<file path="src/rtl/aes_pkg.sv">
// Shared AES definitions: word/byte types, key-size constants, round constants
// and the S-box table used by both the key schedule and the cipher's SubBytes.
package aes_pkg;

    typedef logic [7:0]  byte_t;
    typedef logic [31:0] word_t;

    localparam int NB = 4;

    localparam int AES128_NK = 4;
    localparam int AES128_NR = 10;
    localparam int AES192_NK = 6;
    localparam int AES192_NR = 12;
    localparam int AES256_NK = 8;
    localparam int AES256_NR = 14;

    typedef enum logic [1:0] {
        KS_IDLE   = 2'd0,
        KS_EXPAND = 2'd1,
        KS_DONE   = 2'd2
    } ks_state_e;

    // Key-schedule control state, grouped so a checker can bind to one signal.
    typedef struct packed {
        ks_state_e  state;
        logic [5:0] idx;
        logic [2:0] grp;
        logic [3:0] rcon_idx;
    } ks_ctrl_t;

    // Entry 0 and 11..15 are never selected during a legal expansion.
    localparam byte_t RCON [0:15] = '{
        8'h00, 8'h01, 8'h02, 8'h04, 8'h08, 8'h10, 8'h20, 8'h40,
        8'h80, 8'h1b, 8'h36, 8'h00, 8'h00, 8'h00, 8'h00, 8'h00
    };

    localparam byte_t SBOX [0:255] = '{
        8'h63, 8'h7c, 8'h77, 8'h7b, 8'hf2, 8'h6b, 8'h6f, 8'hc5, 8'h30, 8'h01, 8'h67, 8'h2b, 8'hfe, 8'hd7, 8'hab, 8'h76,
        8'hca, 8'h82, 8'hc9, 8'h7d, 8'hfa, 8'h59, 8'h47, 8'hf0, 8'had, 8'hd4, 8'ha2, 8'haf, 8'h9c, 8'ha4, 8'h72, 8'hc0,
        8'hb7, 8'hfd, 8'h93, 8'h26, 8'h36, 8'h3f, 8'hf7, 8'hcc, 8'h34, 8'ha5, 8'he5, 8'hf1, 8'h71, 8'hd8, 8'h31, 8'h15,
        8'h04, 8'hc7, 8'h23, 8'hc3, 8'h18, 8'h96, 8'h05, 8'h9a, 8'h07, 8'h12, 8'h80, 8'he2, 8'heb, 8'h27, 8'hb2, 8'h75,
        8'h09, 8'h83, 8'h2c, 8'h1a, 8'h1b, 8'h6e, 8'h5a, 8'ha0, 8'h52, 8'h3b, 8'hd6, 8'hb3, 8'h29, 8'he3, 8'h2f, 8'h84,
        8'h53, 8'hd1, 8'h00, 8'hed, 8'h20, 8'hfc, 8'hb1, 8'h5b, 8'h6a, 8'hcb, 8'hbe, 8'h39, 8'h4a, 8'h4c, 8'h58, 8'hcf,
        8'hd0, 8'hef, 8'haa, 8'hfb, 8'h43, 8'h4d, 8'h33, 8'h85, 8'h45, 8'hf9, 8'h02, 8'h7f, 8'h50, 8'h3c, 8'h9f, 8'ha8,
        8'h51, 8'ha3, 8'h40, 8'h8f, 8'h92, 8'h9d, 8'h38, 8'hf5, 8'hbc, 8'hb6, 8'hda, 8'h21, 8'h10, 8'hff, 8'hf3, 8'hd2,
        8'hcd, 8'h0c, 8'h13, 8'hec, 8'h5f, 8'h97, 8'h44, 8'h17, 8'hc4, 8'ha7, 8'h7e, 8'h3d, 8'h64, 8'h5d, 8'h19, 8'h73,
        8'h60, 8'h81, 8'h4f, 8'hdc, 8'h22, 8'h2a, 8'h90, 8'h88, 8'h46, 8'hee, 8'hb8, 8'h14, 8'hde, 8'h5e, 8'h0b, 8'hdb,
        8'he0, 8'h32, 8'h3a, 8'h0a, 8'h49, 8'h06, 8'h24, 8'h5c, 8'hc2, 8'hd3, 8'hac, 8'h62, 8'h91, 8'h95, 8'he4, 8'h79,
        8'he7, 8'hc8, 8'h37, 8'h6d, 8'h8d, 8'hd5, 8'h4e, 8'ha9, 8'h6c, 8'h56, 8'hf4, 8'hea, 8'h65, 8'h7a, 8'hae, 8'h08,
        8'hba, 8'h78, 8'h25, 8'h2e, 8'h1c, 8'ha6, 8'hb4, 8'hc6, 8'he8, 8'hdd, 8'h74, 8'h1f, 8'h4b, 8'hbd, 8'h8b, 8'h8a,
        8'h70, 8'h3e, 8'hb5, 8'h66, 8'h48, 8'h03, 8'hf6, 8'h0e, 8'h61, 8'h35, 8'h57, 8'hb9, 8'h86, 8'hc1, 8'h1d, 8'h9e,
        8'he1, 8'hf8, 8'h98, 8'h11, 8'h69, 8'hd9, 8'h8e, 8'h94, 8'h9b, 8'h1e, 8'h87, 8'he9, 8'hce, 8'h55, 8'h28, 8'hdf,
        8'h8c, 8'ha1, 8'h89, 8'h0d, 8'hbf, 8'he6, 8'h42, 8'h68, 8'h41, 8'h99, 8'h2d, 8'h0f, 8'hb0, 8'h54, 8'hbb, 8'h16
    };

    function automatic word_t rot_word(input word_t w);
        return {w[23:0], w[31:24]};
    endfunction

endpackage

</file>
<file path="src/rtl/sub_word.sv">
// Four parallel S-box lookups on a 32-bit word; purely combinational.
module sub_word
    import aes_pkg::*;
(
    input  logic [31:0] din,
    output logic [31:0] dout
);

    assign dout = {SBOX[din[31:24]], SBOX[din[23:16]], SBOX[din[15:8]], SBOX[din[7:0]]};

endmodule

</file>
<file path="src/rtl/key_expansion_seq.sv">
// Sequential AES key schedule: one 32-bit schedule word per cycle into w.
// A sliding window of the last nk words supplies w[i-1] and w[i-nk].
module key_expansion_seq
    import aes_pkg::*;
#(
    parameter int nk = 4,
    parameter int nr = 10
) (
    input  logic                       clk,
    input  logic                       reset,
    input  logic                       start,
    input  logic [nk*32-1:0]           key,
    output logic                       busy,
    output logic                       w_valid,
    output logic [0:((nr+1)*128)-1]    w
);

    localparam int         NW       = NB * (nr + 1);
    localparam int         WBITS    = NW * 32;
    localparam logic [5:0] LAST_IDX = 6'(NW - 1);
    localparam logic [2:0] GRP_LAST = 3'(nk - 1);

    // Handshake: start is honoured only when busy=0 (IDLE or DONE) and is a
    // one-cycle request; busy stays high until the edge that writes the last
    // word, on which w_valid rises and stays until the next accepted start.

    ks_ctrl_t         ctrl_q, ctrl_d;
    logic             busy_q, busy_d;
    logic             w_valid_q, w_valid_d;
    logic [0:WBITS-1] w_q, w_d;
    word_t            win_q [0:nk-1];
    word_t            win_d [0:nk-1];

    word_t prev_word;
    word_t sw_in;
    word_t sw_out;
    word_t temp;
    word_t new_word;

    sub_word u_sub_word (
        .din  (sw_in),
        .dout (sw_out)
    );

    always_comb begin
        prev_word = win_q[nk-1];
        sw_in     = (ctrl_q.grp == 3'd0) ? rot_word(prev_word) : prev_word;
        if (ctrl_q.grp == 3'd0) begin
            temp = sw_out ^ {RCON[ctrl_q.rcon_idx], 24'h0};
        end else if (nk == 8 && ctrl_q.grp == 3'd4) begin
            temp = sw_out;
        end else begin
            temp = prev_word;
        end
        new_word = win_q[0] ^ temp;
    end

    always_comb begin
        ctrl_d    = ctrl_q;
        busy_d    = busy_q;
        w_valid_d = w_valid_q;
        w_d       = w_q;
        win_d     = win_q;

        case (ctrl_q.state)
            KS_IDLE, KS_DONE: begin
                if (start) begin
                    for (int j = 0; j < nk; j++) begin
                        win_d[j]          = key[(nk-1-j)*32 +: 32];
                        w_d[j*32 +: 32]   = key[(nk-1-j)*32 +: 32];
                    end
                    ctrl_d.state    = KS_EXPAND;
                    ctrl_d.idx      = 6'(nk);
                    ctrl_d.grp      = 3'd0;
                    ctrl_d.rcon_idx = 4'd1;
                    busy_d          = 1'b1;
                    w_valid_d       = 1'b0;
                end
            end
            KS_EXPAND: begin
                for (int j = 0; j < NW; j++) begin
                    if (ctrl_q.idx == 6'(j)) begin
                        w_d[j*32 +: 32] = new_word;
                    end
                end
                for (int j = 0; j < nk - 1; j++) begin
                    win_d[j] = win_q[j+1];
                end
                win_d[nk-1] = new_word;
                ctrl_d.idx  = ctrl_q.idx + 6'd1;
                // grp tracks i%nk; rcon_idx tracks i/nk for the next group.
                if (ctrl_q.grp == GRP_LAST) begin
                    ctrl_d.grp      = 3'd0;
                    ctrl_d.rcon_idx = ctrl_q.rcon_idx + 4'd1;
                end else begin
                    ctrl_d.grp = ctrl_q.grp + 3'd1;
                end
                if (ctrl_q.idx == LAST_IDX) begin
                    ctrl_d.state = KS_DONE;
                    busy_d       = 1'b0;
                    w_valid_d    = 1'b1;
                end
            end
            default: begin
                ctrl_d.state = KS_IDLE;
                busy_d       = 1'b0;
                w_valid_d    = 1'b0;
            end
        endcase
    end

    always_ff @(posedge clk or posedge reset) begin
        if (reset) begin
            ctrl_q    <= '{state: KS_IDLE, idx: 6'd0, grp: 3'd0, rcon_idx: 4'd0};
            busy_q    <= 1'b0;
            w_valid_q <= 1'b0;
            w_q       <= '0;
            for (int j = 0; j < nk; j++) begin
                win_q[j] <= '0;
            end
        end else begin
            ctrl_q    <= ctrl_d;
            busy_q    <= busy_d;
            w_valid_q <= w_valid_d;
            w_q       <= w_d;
            for (int j = 0; j < nk; j++) begin
                win_q[j] <= win_d[j];
            end
        end
    end

    assign busy    = busy_q;
    assign w_valid = w_valid_q;
    assign w       = w_q;

endmodule

</file>
<file path="config.mk">
export PLATFORM = sky130hd
export DESIGN_NAME = key_expansion_seq
export DESIGN_NICKNAME = d
export VERILOG_FILES = /design/src/rtl/aes_pkg.sv /design/src/rtl/sub_word.sv /design/src/rtl/key_expansion_seq.sv
export SDC_FILE = /design/constraint.sdc
export NUM_CORES = 2
export LEC_CHECK = 0
export ABC_AREA = 1
export BUFFER_PORTS_ARGS = -buffer_cell sky130_fd_sc_hd__buf_2
export CAP_MARGIN = 10
export CORE_AREA = 2 2 599 601
export CTS_BUF_LIST = sky130_fd_sc_hd__clkbuf_4
export CTS_CLUSTER_DIAMETER = 40
export DETAILED_ROUTE_END_ITERATION = 16
export DIE_AREA = 0 0 601 603
export HOLD_SLACK_MARGIN = 0.12
export PLACE_DENSITY = 0.4
export SYNTH_ARGS = -nofsm -noshare
export SYNTH_HDL_FRONTEND = slang
export SYNTH_SLANG_ARGS = --single-unit
export TNS_END_PERCENT = 1
</file>
<file path="constraint.sdc">
create_clock -name clk -period 51.3 [get_ports clk]
set_input_delay 2.565 -clock clk [delete_from_list [all_inputs] [get_ports clk]]
set_output_delay 2.565 -clock clk [all_outputs]
set_load 0.05 [all_outputs]
</file>
==> qor.txt <==
CP Class - flop to flop
H-tree Lvls - 5
multi-input logic area - 27500 um2
largest net degree at the start of global routing - 180
PortBufs - 1540
Maximum Capacitance Violations - 0
router iterations before antenna repair - 6
DP Wirelength - 294000 um
Synth Area in Simple Gates - 23.2%
R2R Path End - w[191]
register area share after synthesis - 55.7%
die area - 362000 um2
synthesis-to-layout area growth - 26.1%
Post-Route WL - 411000 um
initial antenna violation count - 57
Worst setup SP type - flop
# resized after CTS - 0
compound-cell area share of the yosys netlist - 14.4%
CP Max Fanout - 52
Setup-failing EPs final - 0
Fin. Hold Viols - 0
clock skew - 0.227 ns
Fillers - 39800
maximum clock path buffer count - 4
Die Width - 601 um
share of layout cells above drive strength 1 - 25.4%
ratio of final minimum period to clock period - 12.3%
cts hold-fix bufs - 0
Crit path arrival time - 7.43 ns
flop2flop setup slack - 45.00 ns
post-synthesis mux area share - 0.0144%
FF-to-FF path depth - 20
endpoint class of the critical path - flop
CORE AREA - 355000 um2
Final nets - 9997
drt wl/cell - 27.5 um
TritonCTS Buffers - 445
initial drt markers - 7230
CTS tree - yes
Hold Startpoint - win_q[56]
Synth async-reset ratio - 100%
Vias - 70000
vias per cell - 4.69
Yosys cell types - 40
WP data required - 52.43 ns
global-route wire length before repair - 564000 um
area leader, netlist - dfrtp_1
Commonest cells post-synth - nand2_1, dfrtp_1, o21ai_1
post-synthesis xor/xnor area fraction - 0%
#FFs+latches synth - 1552
gpl congestion - 0.909
IO Pins - 1541
top-count cell post-synth - nand2_1
Synth Area in Adders - 1.11%
RSZ-0062 raised after global routing - false
main combinational cell family by area after synthesis - simple AND/OR/NAND/NOR gates
Slew headroom - 13.5%
GR Util All Layers - 21.8%
synth top area cells - dfrtp_1, nand2_1, o21ai_1
Worst Max-Slew Pin Slew - 1.30 ns
CTS Root Cell - clkbuf_4
hold crit path type - flop to flop
Post CTS Setup Buffer Count - 0
Mapped Area - 69700 um2
EDFF count, synth - 0
Final Max Slew Viols - 0
share of Yosys cell area claimed by the top area cell type - 55.7%
TNS Setup - 0 ns
syn_area_per_cell - 8.40 um2
number of remaining DRC errors - 0
Synth warnings - 0
starting density of the core - 19.6%
clk_lat worst skew - 1.42 ns
Rows - 219
ys flop type - dfrtp_1
fin crit period - 6.30 ns
Syn Nets - 8495
Seq. cell area - 38800 um2
Fmax - 159 MHz
Hold Path Sink - win_q[88]
status - complete, no violations
Clock transition at path regs - 0.06 ns
RR Startpoint - ctrl_q[4]
CTS sink cnt - 1552
hold depth - 2
Syn Inst Count - 8302
Final ANT Viol Nets - 0
vias in the first global route - 67300
total gr overflow - 0
Die Y - 603 um
flip-flops by register name, summed over array words and instances, names as in the netlist:
name,count
w,1408
win_q,96
prev_word,32
ctrl_q,15
busy,1
placed cells by master (no fill, tap or decap), types with 32 or more instances in the layout:
cell type	count
nor2_1	226
nand2_2	57
dfrtp_1	1552
nand2_4	47
nand2_1	2634
o21ai_0	194
a21oi_1	275
inv_1	205
ha_1	62
inv_2	32
clkbuf_4	666
clkinv_1	92
nand3_1	907
o211ai_1	123
o21ai_1	1233
buf_2	1540
buf_4	131
how the worst max path moves through the flow:
| stage | startpoint | end | slack [ns] |
|---|---|---|---|
| floorplan | reset | busy | 4.95 |
| global placement | reset | w[694] | 43.85 |
| detailed placement | reset | w[694] | 43.73 |
| CTS | ctrl_q[4] | w[1375] | 45.11 |
| global route | reset | w[658] | 44.69 |
| finish | ctrl_q[4] | w[191] | 45.00 |
critical path, cell delays in order (launching register included):
cell and delay [ns]:
dfrtp_1 0.38, inv_1 0.09, ha_1 0.41, inv_2 0.08, nor2_4 0.40, buf_4 0.62
nand2_1 0.20, nand2_4 0.24, buf_4 0.61, nand2_1 0.34, o21ai_0 0.25, nand2_1 0.07
nand3_1 0.11, nand3_1 0.16, nand3_1 0.26, nand2_1 0.18, nand2_1 0.13, nand3_1 0.14
nand2_4 0.40, buf_4 0.67, o21ai_1 0.12
kinds of logic (layout without fill, tap and decap cells):
| kind of cell | after synthesis | after routing |
|---|---|---|
| compound gates | 1901 | 1901 |
| fa+ha+maj | 62 | 62 |
| buf+inv | 862 | 2706 |
| flops | 1552 | 1552 |
| mux | 1 | 1 |
| other cells | 0 | 23 |
| simple gates | 3924 | 3924 |
routing by layer:
metal	share of wire [%]	vias to the layer above	track usage (%)	wire length [um]
met2	48	3253	36.4	197000
met3	7.0	728	4.43	28700
li1	-	31000	-	-
met1	40	34900	26.7	164000
met4	5.1	10	10.3	20900
met5	0.081	-	0.529	333
per-stage QoR:
step                      hold WS (ns)  area [um2]  worst slack [ns]  std cells  util, %
after floorplan                  0.449       69700              4.95       8302        -
after detailed placement         0.461       82000             43.73      14100     23.1
after global routing             0.490       87900             44.69      14900     24.7
after CTS                        0.412       87800             45.11      14900     24.7
final                            0.455       87900             45.00      14900     24.7
after global placement           0.463       82000             43.85      14100     23.1
cell type report:
cell class / instances / area share, %
clock inverter: 123 / 0.925
multi-input combinational: 5888 / 31.3
clock buffer: 666 / 5.69
tap: 4751 / 6.76
timing repair buffer: 1675 / 9.98
sequential: 1552 / 44.2
inverter: 242 / 1.06
antenna: 23 / 0.0655
Power is left out: the tool's default activity adds up to more than one toggle a clock period on the data nets, which glitch-free logic cannot reach.
